File: config.mk
export PLATFORM = sky130hd
export DESIGN_NAME = branch_pc_unit_flat
export DESIGN_NICKNAME = d
export VERILOG_FILES = /design/src/rtl/ctrl_pkg.sv /design/src/rtl/branch_pc_unit_if.sv /design/src/rtl/branch_pc_unit_ras_stack.sv /design/src/rtl/branch_pc_unit.sv /design/src/flat_wrapper.sv
export SDC_FILE = /design/constraint.sdc
export NUM_CORES = 1
export LEC_CHECK = 0
export CAP_MARGIN = 10
export CORE_ASPECT_RATIO = 0.7
export CORE_MARGIN = 2
export CORE_UTILIZATION = 30
export CTS_BUF_LIST = sky130_fd_sc_hd__clkbuf_16
export CTS_CLUSTER_DIAMETER = 30
export DETAILED_ROUTE_END_ITERATION = 10
export GPL_TIMING_DRIVEN = 0
export PLACE_DENSITY = 0.49
export SLEW_MARGIN = 0
export SYNTH_ARGS = -nofsm -noshare
export SYNTH_HDL_FRONTEND = slang
export SYNTH_SLANG_ARGS = --single-unit
export TNS_END_PERCENT = 50
File: constraint.sdc
create_clock -name clk -period 5.93 [get_ports clk]
set_clock_uncertainty 0.2 [all_clocks]
set_input_delay 1.186 -clock clk [delete_from_list [all_inputs] [get_ports clk]]
set_output_delay 1.186 -clock clk [all_outputs]
set_load 0.02 [all_outputs]
File: src/rtl/ctrl_pkg.sv
// Shared decode/branch constants and the next-PC source selection rule
// used by branch_pc_unit.
package ctrl_pkg;

    localparam logic [4:0] OP_BEQ  = 5'b10000;
    localparam logic [4:0] OP_BGT  = 5'b10001;
    localparam logic [4:0] OP_B    = 5'b10010;
    localparam logic [4:0] OP_CALL = 5'b10011;
    localparam logic [4:0] OP_RET  = 5'b10100;
    localparam logic [4:0] ALU_CMP = 5'b01101;

    typedef enum logic [1:0] {
        SEQ,
        TARGET,
        RAS,
        RA_IN
    } pc_src_e;

    // Ret outranks every branch; a call only pushes when it is not also a ret.
    function automatic pc_src_e select_src(
        input logic isret,
        input logic isubranch,
        input logic isbeq,
        input logic isbgt,
        input logic flag_e,
        input logic flag_gt,
        input logic ras_empty
    );
        if (isret)
            return ras_empty ? RA_IN : RAS;
        if (isubranch)
            return TARGET;
        if ((isbeq && flag_e) || (isbgt && flag_gt))
            return TARGET;
        return SEQ;
    endfunction

endpackage

File: src/rtl/branch_pc_unit_if.sv
// Decode/execute-side signal bundle of branch_pc_unit; the decoder side is
// the master, the PC unit the slave.
interface branch_pc_unit_if #(
    parameter int ADDR_W = 32
);
    logic              valid;
    logic              stall;
    logic              iscmp;
    logic              isbeq;
    logic              isbgt;
    logic              isubranch;
    logic              iscall;
    logic              isret;
    logic              cmp_eq;
    logic              cmp_gt;
    logic [ADDR_W-1:0] branch_target;
    logic [ADDR_W-1:0] ra_in;

    logic [ADDR_W-1:0] pc;
    logic [ADDR_W-1:0] link_pc;
    logic              taken;
    logic              flag_e;
    logic              flag_gt;
    logic              ras_empty;
    logic              ras_overflow;
    logic              ras_underflow;

    modport master (
        output valid, stall, iscmp, isbeq, isbgt, isubranch, iscall, isret,
               cmp_eq, cmp_gt, branch_target, ra_in,
        input  pc, link_pc, taken, flag_e, flag_gt,
               ras_empty, ras_overflow, ras_underflow
    );

    modport slave (
        input  valid, stall, iscmp, isbeq, isbgt, isubranch, iscall, isret,
               cmp_eq, cmp_gt, branch_target, ra_in,
        output pc, link_pc, taken, flag_e, flag_gt,
               ras_empty, ras_overflow, ras_underflow
    );

endinterface

File: src/rtl/branch_pc_unit_ras_stack.sv
// Circular return-address stack: a push when full overwrites the oldest
// entry and sets a sticky overflow flag; a pop when empty is ignored.
module ras_stack #(
    parameter int ADDR_W    = 32,
    parameter int RAS_DEPTH = 8
) (
    input  logic              clk,
    input  logic              rst,
    input  logic              push,
    input  logic              pop,
    input  logic [ADDR_W-1:0] push_data,
    output logic [ADDR_W-1:0] top,
    output logic              empty,
    output logic              full,
    output logic              overflow
);

    localparam int PTR_W = $clog2(RAS_DEPTH);
    localparam int CNT_W = PTR_W + 1;
    localparam logic [CNT_W-1:0] DEPTH_CNT = CNT_W'(RAS_DEPTH);

    logic [ADDR_W-1:0] mem [RAS_DEPTH];
    logic [PTR_W-1:0]  ptr;    // next slot to write; top lives at ptr - 1
    logic [CNT_W-1:0]  count;

    assign top   = mem[ptr - PTR_W'(1)];
    assign empty = (count == '0);
    assign full  = (count == DEPTH_CNT);

    // NOTE: the storage array has no reset; count alone decides validity,
    // which keeps the array a plain RAM without a reset fan-out.
    always_ff @(posedge clk) begin
        if (push)
            mem[ptr] <= push_data;
    end

    // NOTE: state registers use non-blocking assignments so every flop
    // samples the pre-edge values regardless of statement order.
    always_ff @(posedge clk or posedge rst) begin
        if (rst) begin
            ptr      <= '0;
            count    <= '0;
            overflow <= 1'b0;
        end else if (push) begin
            ptr <= ptr + PTR_W'(1);
            if (full)
                overflow <= 1'b1;
            else
                count <= count + CNT_W'(1);
        end else if (pop && !empty) begin
            ptr   <= ptr - PTR_W'(1);
            count <= count - CNT_W'(1);
        end
    end

endmodule

File: src/rtl/branch_pc_unit.sv
// Architectural PC, compare flags and next-fetch-address priority mux,
// with a hardware return-address stack for call/ret.
module branch_pc_unit
    import ctrl_pkg::*;
#(
    parameter int                ADDR_W    = 32,
    parameter int                RAS_DEPTH = 8,
    parameter logic [ADDR_W-1:0] RESET_PC  = '0
) (
    input  logic             clk,
    input  logic             rst,
    branch_pc_unit_if.slave  bus
);

    logic [ADDR_W-1:0] pc;
    logic [ADDR_W-1:0] link_pc;
    logic [ADDR_W-1:0] next_pc;
    logic [ADDR_W-1:0] ras_top;
    logic              flag_e;
    logic              flag_gt;
    logic              taken;
    logic              ras_underflow;
    logic              ras_empty;
    logic              ras_full;
    logic              ras_overflow;
    logic              accept;
    logic              ras_push;
    logic              ras_pop;
    pc_src_e           pc_src;

    assign accept  = bus.valid && !bus.stall;
    assign link_pc = pc + ADDR_W'(4);

    assign pc_src   = select_src(bus.isret, bus.isubranch, bus.isbeq, bus.isbgt,
                                 flag_e, flag_gt, ras_empty);
    assign ras_push = accept && !bus.isret && bus.isubranch && bus.iscall;
    assign ras_pop  = accept && bus.isret && !ras_empty;

    // NOTE: every combinational output gets a default first so no path
    // through the block leaves it unassigned and infers a latch.
    always_comb begin
        next_pc = link_pc;
        case (pc_src)
            TARGET:  next_pc = bus.branch_target;
            RAS:     next_pc = ras_top;
            RA_IN:   next_pc = bus.ra_in;
            default: next_pc = link_pc;
        endcase
    end

    always_ff @(posedge clk or posedge rst) begin
        if (rst) begin
            pc            <= RESET_PC;
            flag_e        <= 1'b0;
            flag_gt       <= 1'b0;
            taken         <= 1'b0;
            ras_underflow <= 1'b0;
        end else if (accept) begin
            pc            <= next_pc;
            taken         <= (pc_src != SEQ);
            ras_underflow <= (pc_src == RA_IN);
            // Branches in this same cycle still see the old flags.
            if (bus.iscmp) begin
                flag_e  <= bus.cmp_eq;
                flag_gt <= bus.cmp_gt;
            end
        end else begin
            taken         <= 1'b0;
            ras_underflow <= 1'b0;
        end
    end

    ras_stack #(
        .ADDR_W    (ADDR_W),
        .RAS_DEPTH (RAS_DEPTH)
    ) u_ras (
        .clk       (clk),
        .rst       (rst),
        .push      (ras_push),
        .pop       (ras_pop),
        .push_data (link_pc),
        .top       (ras_top),
        .empty     (ras_empty),
        .full      (ras_full),
        .overflow  (ras_overflow)
    );

    always_comb begin
        assert (!(ras_full && ras_empty));
    end

    assign bus.pc            = pc;
    assign bus.link_pc       = link_pc;
    assign bus.taken         = taken;
    assign bus.flag_e        = flag_e;
    assign bus.flag_gt       = flag_gt;
    assign bus.ras_empty     = ras_empty;
    assign bus.ras_overflow  = ras_overflow;
    assign bus.ras_underflow = ras_underflow;

endmodule

File: src/flat_wrapper.sv
// flat-port wrapper written by rule: the top's interface ports become plain ports
module branch_pc_unit_flat import ctrl_pkg::*;
#(
    parameter int                ADDR_W    = 32,
    parameter int                RAS_DEPTH = 8,
    parameter logic [ADDR_W-1:0] RESET_PC  = '0
)
  (clk, rst, bus_valid, bus_stall, bus_iscmp, bus_isbeq, bus_isbgt, bus_isubranch, bus_iscall, bus_isret, bus_cmp_eq, bus_cmp_gt, bus_branch_target, bus_ra_in, bus_pc, bus_link_pc, bus_taken, bus_flag_e, bus_flag_gt, bus_ras_empty, bus_ras_overflow, bus_ras_underflow);
  branch_pc_unit_if #(.ADDR_W(ADDR_W)) bus_i ();
  input  logic clk;
  input  logic rst;
  input wire logic [$bits(bus_i.valid)-1:0] bus_valid;
  input wire logic [$bits(bus_i.stall)-1:0] bus_stall;
  input wire logic [$bits(bus_i.iscmp)-1:0] bus_iscmp;
  input wire logic [$bits(bus_i.isbeq)-1:0] bus_isbeq;
  input wire logic [$bits(bus_i.isbgt)-1:0] bus_isbgt;
  input wire logic [$bits(bus_i.isubranch)-1:0] bus_isubranch;
  input wire logic [$bits(bus_i.iscall)-1:0] bus_iscall;
  input wire logic [$bits(bus_i.isret)-1:0] bus_isret;
  input wire logic [$bits(bus_i.cmp_eq)-1:0] bus_cmp_eq;
  input wire logic [$bits(bus_i.cmp_gt)-1:0] bus_cmp_gt;
  input wire logic [$bits(bus_i.branch_target)-1:0] bus_branch_target;
  input wire logic [$bits(bus_i.ra_in)-1:0] bus_ra_in;
  output wire logic [$bits(bus_i.pc)-1:0] bus_pc;
  output wire logic [$bits(bus_i.link_pc)-1:0] bus_link_pc;
  output wire logic [$bits(bus_i.taken)-1:0] bus_taken;
  output wire logic [$bits(bus_i.flag_e)-1:0] bus_flag_e;
  output wire logic [$bits(bus_i.flag_gt)-1:0] bus_flag_gt;
  output wire logic [$bits(bus_i.ras_empty)-1:0] bus_ras_empty;
  output wire logic [$bits(bus_i.ras_overflow)-1:0] bus_ras_overflow;
  output wire logic [$bits(bus_i.ras_underflow)-1:0] bus_ras_underflow;
  assign bus_i.valid = bus_valid;
  assign bus_i.stall = bus_stall;
  assign bus_i.iscmp = bus_iscmp;
  assign bus_i.isbeq = bus_isbeq;
  assign bus_i.isbgt = bus_isbgt;
  assign bus_i.isubranch = bus_isubranch;
  assign bus_i.iscall = bus_iscall;
  assign bus_i.isret = bus_isret;
  assign bus_i.cmp_eq = bus_cmp_eq;
  assign bus_i.cmp_gt = bus_cmp_gt;
  assign bus_i.branch_target = bus_branch_target;
  assign bus_i.ra_in = bus_ra_in;
  assign bus_pc = bus_i.pc;
  assign bus_link_pc = bus_i.link_pc;
  assign bus_taken = bus_i.taken;
  assign bus_flag_e = bus_i.flag_e;
  assign bus_flag_gt = bus_i.flag_gt;
  assign bus_ras_empty = bus_i.ras_empty;
  assign bus_ras_overflow = bus_i.ras_overflow;
  assign bus_ras_underflow = bus_i.ras_underflow;
  branch_pc_unit #(.ADDR_W(ADDR_W), .RAS_DEPTH(RAS_DEPTH), .RESET_PC(RESET_PC)) u_core (.clk(clk), .rst(rst), .bus(bus_i));
endmodule
==> impl_metrics.tcl, run 1 <==
set metrics [dict create \
    busiest_layer "met2" \
    cts-root-buf "clkbuf_16" \
    leakage_nw 5.78 \
    postPlaceCellArea_mm2 0.0155 \
    hpwlAfterDp_mm 29.9 \
    globalRouteTotalUtil 0.187 \
    io_pins 146 \
    grt_max_degree 25 \
    seq_area_frac_synth 0.678 \
    arrival_ns 4.22 \
    final_area_mm2 0.0172 \
    core_mm2 0.0425 \
    drt_iter0_drc 789 \
    drt_pass1_iterations 5 \
    viasPerCell 5.28 \
    synth.ff_latch_count 300 \
    syn_area_mm2 0.0130 \
    die_h_um 178 \
    placementRows 63 \
    synthArstFlopShare 0.147 \
    grt_use_met3 0.0406 \
    grt_use_met2 0.285 \
    cts_tree "built" \
    htree_levels 2 \
    diodes 0 \
    use_met1 0.270 \
    cap_violations 0 \
    path_max_fanout 9 \
    avgSynthCellArea_um2 16.1 \
    cts_setup_buffers 0 \
    status "finished clean" \
    synthFlopType "edfxtp_1" \
    finalCriticalPeriod_ns 5.60 \
    cts_resized 0 \
    period_share 0.945 \
    hold_buffers 0 \
    cts_buffer_depth 3 \
    insertion_delay_ns 0.57 \
    drc 0 \
    pwr_density_cell_mw_per_mm2 549 \
    relSlewSlack 0.233 \
    synth_cell_types 60 \
    ys_warn_count 0 \
    portBuffers 144 \
    final-max-slew-violation-count 0 \
    hp-class "reg2reg" \
    antenna_found_initial 0 \
    critical_path_class "reg2out" \
    mostFrequentLayoutCells "edfxtp_1 (256), clkdlybuf4s50_1 (144), nand2_1 (70)" \
    finalSetupViolations 0 \
    cts-buffers-inserted 49 \
    reg2reg_slack_ns 1.52 \
    die_w_um 252 \
    grt_pass1_wl_mm 59.9 \
    synthToLayoutAreaGrowth_pct 33.0 \
    vdd_drop_max_v 0.000218 \
    critPathLaunchType "register" \
    final_nets 1111 \
    syn_inst 807 \
    dieArea_mm2 0.0449 \
    fmax_mhz 179 \
    synth-edff-count 256 \
    wirelength_mm 41.9 \
    clkTransAtPathRegs_ns 0.05 \
    final_common_cell "edfxtp_1" \
    required_ns 4.54 \
    worst_slack_ns 0.329 \
    vias 8562 \
    grt-ovfl-total 0 \
    finalHoldViolCount 0 \
    tightest_slew_ns 1.15 \
    start_util 0.305 \
    layout-drive-gt1-share 0.215 \
    wl_per_cell_um 25.8 \
    synth_fp_nets 889 \
    pre_cts_ws_ns 1.05 \
    cp-end-kind "output port" \
    ant_nets 0 \
    place_congestion 0.805 \
    grt_pass1_vias 8465 \
    rsz0062_at_grt "false" \
    clock_sink_count 300 \
]
[metal layers]
metal,routed length [um],share of wire,vias up
met4,926,0.022,0
met5,0,0,-
met2,19200,0.46,313
met1,19000,0.45,4496
li1,-,-,3696
met3,2810,0.067,57
[flip-flops by register name, summed over array words and instances (netlist names)]
register and cells:
u_core.bus.flag_e 1, u_core.bus.taken 1, u_core.u_ras.mem 256, u_core.u_ras.ptr 3, u_core.u_ras.count 4, u_core.bus.ras_underflow 1, u_core.u_ras.overflow 1, u_core.bus.pc 32
u_core.bus.flag_gt 1
[per-stage QoR]
stage	hold slack [ns]	cells	power (mW)	setup TNS [ns]	utilization
6_report	0.282	1622	9.46	0	0.406
5_1_grt	0.300	1622	9.88	0	0.406
4_1_cts	0.284	1622	9.54	0	0.406
3_5_place_dp	0.268	1530	6.48	0	0.364
3_3_place_gp	0.268	1503	6.44	-484.80	0.355
2_1_floorplan	0.276	807	5.03	0	-
[final cells by class]
cell class	instances	area (um2)
inverter	10	37.5
fill	3861	25300
timing repair buffer	171	1770
buffer	52	226
multi-input combinational	445	3960
tap	552	691
sequential	300	8790
clock buffer	50	1250
clock inverter	42	515
[cells in the mapped netlist (3+ instances only)]
master	instances	area [um2]
edfxtp_1	256	7690
nand2_1	70	263
mux4_2	64	1440
dfrtp_1	44	1100
a21oi_1	43	215
nor2_1	34	128
clkbuf_1	33	124
o21ai_0	31	155
xnor2_1	25	219
mux2i_1	18	180
nand3_1	14	70.1
buf_2	13	65.1
nor3_1	11	55.1
o221a_2	11	124
xor2_1	10	87.6
a221oi_1	9	78.8
a31oi_1	9	56.3
a211oi_1	8	60.1
inv_1	8	30.0
nand4_1	8	50.1
a311oi_1	7	61.3
and3_1	7	43.8
a221o_1	6	60.1
ha_1	5	62.6
and4_1	4	35.0
buf_4	4	30.0
mux2_2	4	45.0
nor4_1	4	25.0
and2_1	3	18.8
[cells by family (layout without fill, tap and decap cells)]
group / after synthesis / count (layout) / synth area share
buf+inv: 62 / 325 / 0.0204
xor+xnor: 36 / 36 / 0.0249
simple gates: 165 / 165 / 0.0611
flops: 300 / 300 / 0.678
mux: 86 / 86 / 0.129
fa+ha+maj: 6 / 6 / 0.00637
compound gates: 152 / 152 / 0.0805
[final timing paths]
check / from / endpoint / cells past startpoint
hold reg to reg: u_core.u_ras.overflow / u_core.u_ras.overflow / 1
setup reg to reg: u_core.u_ras.ptr[0] / u_core.bus.pc[17] / 11
hold / removal: u_core.u_ras.overflow / u_core.u_ras.overflow / 1
max in group asynchronous: rst / u_core.bus.pc[31] / 3
min in group asynchronous: rst / u_core.u_ras.overflow / 2
setup / recovery: u_core.bus.pc[12] / bus_link_pc[21] / 7
[worst max-delay path, cell delays in order (launching register included)]
cell and delay (ns):
dfrtp_1 0.41, clkbuf_1 0.35, nand4_1 0.18, nor4_1 0.74, nand2_1 0.31, nor2_1 0.27
xor2_1 0.64, clkdlybuf4s50_1 0.74
[power by group]
part	switching, mW	internal [mW]
clock network	1.08	1.95
logic	2.04	1.42
registers	0.248	2.72
total	3.37	6.09
(Power assumes the default switching activity.)
==> inputs of run 2 (changes only) <==
--- a/config.mk
+++ b/config.mk
@@ -13,7 +13,7 @@
 export CTS_CLUSTER_DIAMETER = 30
 export DETAILED_ROUTE_END_ITERATION = 10
 export GPL_TIMING_DRIVEN = 0
-export PLACE_DENSITY = 0.49
+export PLACE_DENSITY = 0.51
 export SLEW_MARGIN = 0
 export SYNTH_ARGS = -nofsm -noshare
 export SYNTH_HDL_FRONTEND = slang
==> constraint.sdc (replaced) <==
create_clock -name clk -period 4.9 [get_ports clk]
set_clock_uncertainty 0.2 [all_clocks]
set_input_delay 0.98 -clock clk [delete_from_list [all_inputs] [get_ports clk]]
set_output_delay 0.98 -clock clk [all_outputs]
set_load 0.02 [all_outputs]
==> impl_metrics.tcl, run 2 (synthesis gave the netlist of run 1 again) <==
set metrics [dict create \
    relSlewSlack 0.143 \
    clkTransAtPathRegs_ns 0.06 \
    final-max-slew-violation-count 0 \
    cts-buffers-inserted 55 \
    slowest_delay_ns 0.68 \
    tns_ns 0 \
    largest_reg_flops 256 \
    place_congestion 0.826 \
    dieArea_mm2 0.0449 \
    ant_nets 0 \
    status "finished clean" \
    vdd_drop_max_v 0.000286 \
    cts_buffer_depth 3 \
    timing.rr.start "u_core.u_ras.ptr[0]" \
    start_util 0.305 \
    core_mm2 0.0425 \
    final_util 0.413 \
    die_w_um 252 \
    cp-end-kind "output port" \
    crit_buf_inv 1 \
    top_register "u_core.u_ras.mem" \
    arrival_ns 3.61 \
    antenna_found_initial 0 \
    grt-ovfl-total 0 \
    multi_input_area_mm2 0.00414 \
    insertion_delay_ns 0.58 \
    period_share 0.979 \
    path_max_fanout 9 \
    globalRouteTotalUtil 0.189 \
    place_inst 1524 \
    cp_cell_sequence "nand4_1 -> nor4_4 -> nand2_1 -> nor2_1 -> xor2_4 -> clkdlybuf4s50_1" \
    regArea_mm2 0.00879 \
    cp_top_family "simple AND/OR/NAND/NOR gates" \
    nFillCells 3875 \
    die_h_um 178 \
    synthToLayoutAreaGrowth_pct 35.4 \
    placementRows 63 \
    startpoint "u_core.bus.pc[8]" \
    drc 0 \
    final_nets 1108 \
    final_common_cell "edfxtp_1" \
    critPathLaunchType "register" \
    viasPerCell 5.25 \
    grt_pass1_wl_mm 60.5 \
    portBuffers 144 \
    slowest_stage "clkdlybuf4s50_1" \
    finalHoldViolCount 0 \
    wl_per_cell_um 26.0 \
    required_ns 3.72 \
    pwr_density_cell_mw_per_mm2 673 \
    rsz0062_at_grt "true" \
    stdcell_count 1625 \
    drt_pass1_iterations 5 \
    fmax_mhz 209 \
    cap_violations 0 \
    hp-class "reg2reg" \
    mostFrequentLayoutCells "edfxtp_1 (256), clkdlybuf4s50_1 (144), nand2_1 (70)" \
    tightest_slew_ns 1.29 \
    grt_max_degree 26 \
    critical_path_class "reg2out" \
    grt_pass1_vias 8460 \
    clock_sink_count 300 \
    htree_levels 2 \
    hp-start "u_core.u_ras.overflow" \
    leakage_nw 5.94 \
    finalSetupViolations 0 \
    wirelength_mm 42.3 \
    finalCriticalPeriod_ns 4.79 \
    cts-root-buf "clkbuf_16" \
    cts_tree "built" \
    drt_iter0_drc 933 \
    largestRegisters "u_core.u_ras.mem: 256 flops, u_core.bus.pc: 32 flops, u_core.u_ras.count: 4 flops" \
    hold_ws_ns 0.309 \
    cts_setup_buffers 0 \
    layout-drive-gt1-share 0.239 \
    diodes 0 \
    io_pins 146 \
    hpwlAfterDp_mm 29.7 \
    vias 8532 \
]
[run 2: changes by cell type in the layout (fill, tap and decap cells not counted), sizes merged]
cell | previous run | this run
buf | 46 | 40
clkbuf | 83 | 86
bufinv | 9 | 7
inv | 17 | 26
clkinvlp | 4 | 3
[run 2: final cells by class]
cell class,count,area share
Inverter,10,0.00214
Timing Repair Buffer,165,0.0987
Multi-Input combinational cell,445,0.236
Clock inverter,48,0.0313
Sequential cell,300,0.501
Clock buffer,56,0.0798
Tap cell,552,0.0393
Buffer,49,0.0123
[run 2: worst paths after layout]
| path | endpoint | slack (ns) | cells past startpoint |
|---|---|---|---|
| min in group asynchronous | u_core.u_ras.count[3] | 0.62 | 2 |
| min | u_core.u_ras.overflow | 0.31 | 1 |
| max in group asynchronous | u_core.bus.pc[21] | 3.26 | 3 |
| max reg2reg | u_core.bus.pc[16] | 0.37 | 11 |
| min reg2reg | u_core.u_ras.overflow | 0.31 | 1 |
| max | bus_link_pc[21] | 0.11 | 6 |
[run 2: layer usage]
metal / share of wire / GRT usage / vias to the layer above / wire (um)
li1: - / - / 3717 / -
met1: 0.46 / 0.272 / 4414 / 19300
met2: 0.46 / 0.287 / 323 / 19300
met3: 0.058 / 0.0367 / 78 / 2440
met4: 0.030 / 0.0639 / 0 / 1280
met5: 0 / 0 / - / 0
[run 2: per-stage QoR]
step	setup WS [ns]	power (mW)	area (um2)
2_1_floorplan	0.173	6.09	13000
3_3_place_gp	-3.43	7.79	15100
3_5_place_dp	0.175	7.85	15400
4_1_cts	-0.0405	11.9	17500
5_1_grt	-0.0542	12.3	17600
6_report	0.105	11.8	17600
[run 2: repair_timing]
| action | 4_1_cts | 5_1_grt |
|---|---|---|
| pin swaps | 0 | 0 |
| setup endpoints to repair | 14 | 16 |
| hold buffers | 0 | 0 |
| gates resized for setup | 11 | 13 |
[run 2: worst register-to-register path: cells and delay by family (launching register included)]
family                     cells  cell delay (ns)
buffers and inverters          6             2.34
muxes                          2             0.67
adders and majority gates      1             0.47
DFF                            1             0.36
AOI/OAI and AO/OA              2             0.36
[run 2: report_power, final]
group / internal [mW] / switching, mW / total, mW
logic: 1.76 / 2.46 / 4.22
clock network: 2.51 / 1.45 / 3.96
registers: 3.28 / 0.357 / 3.64
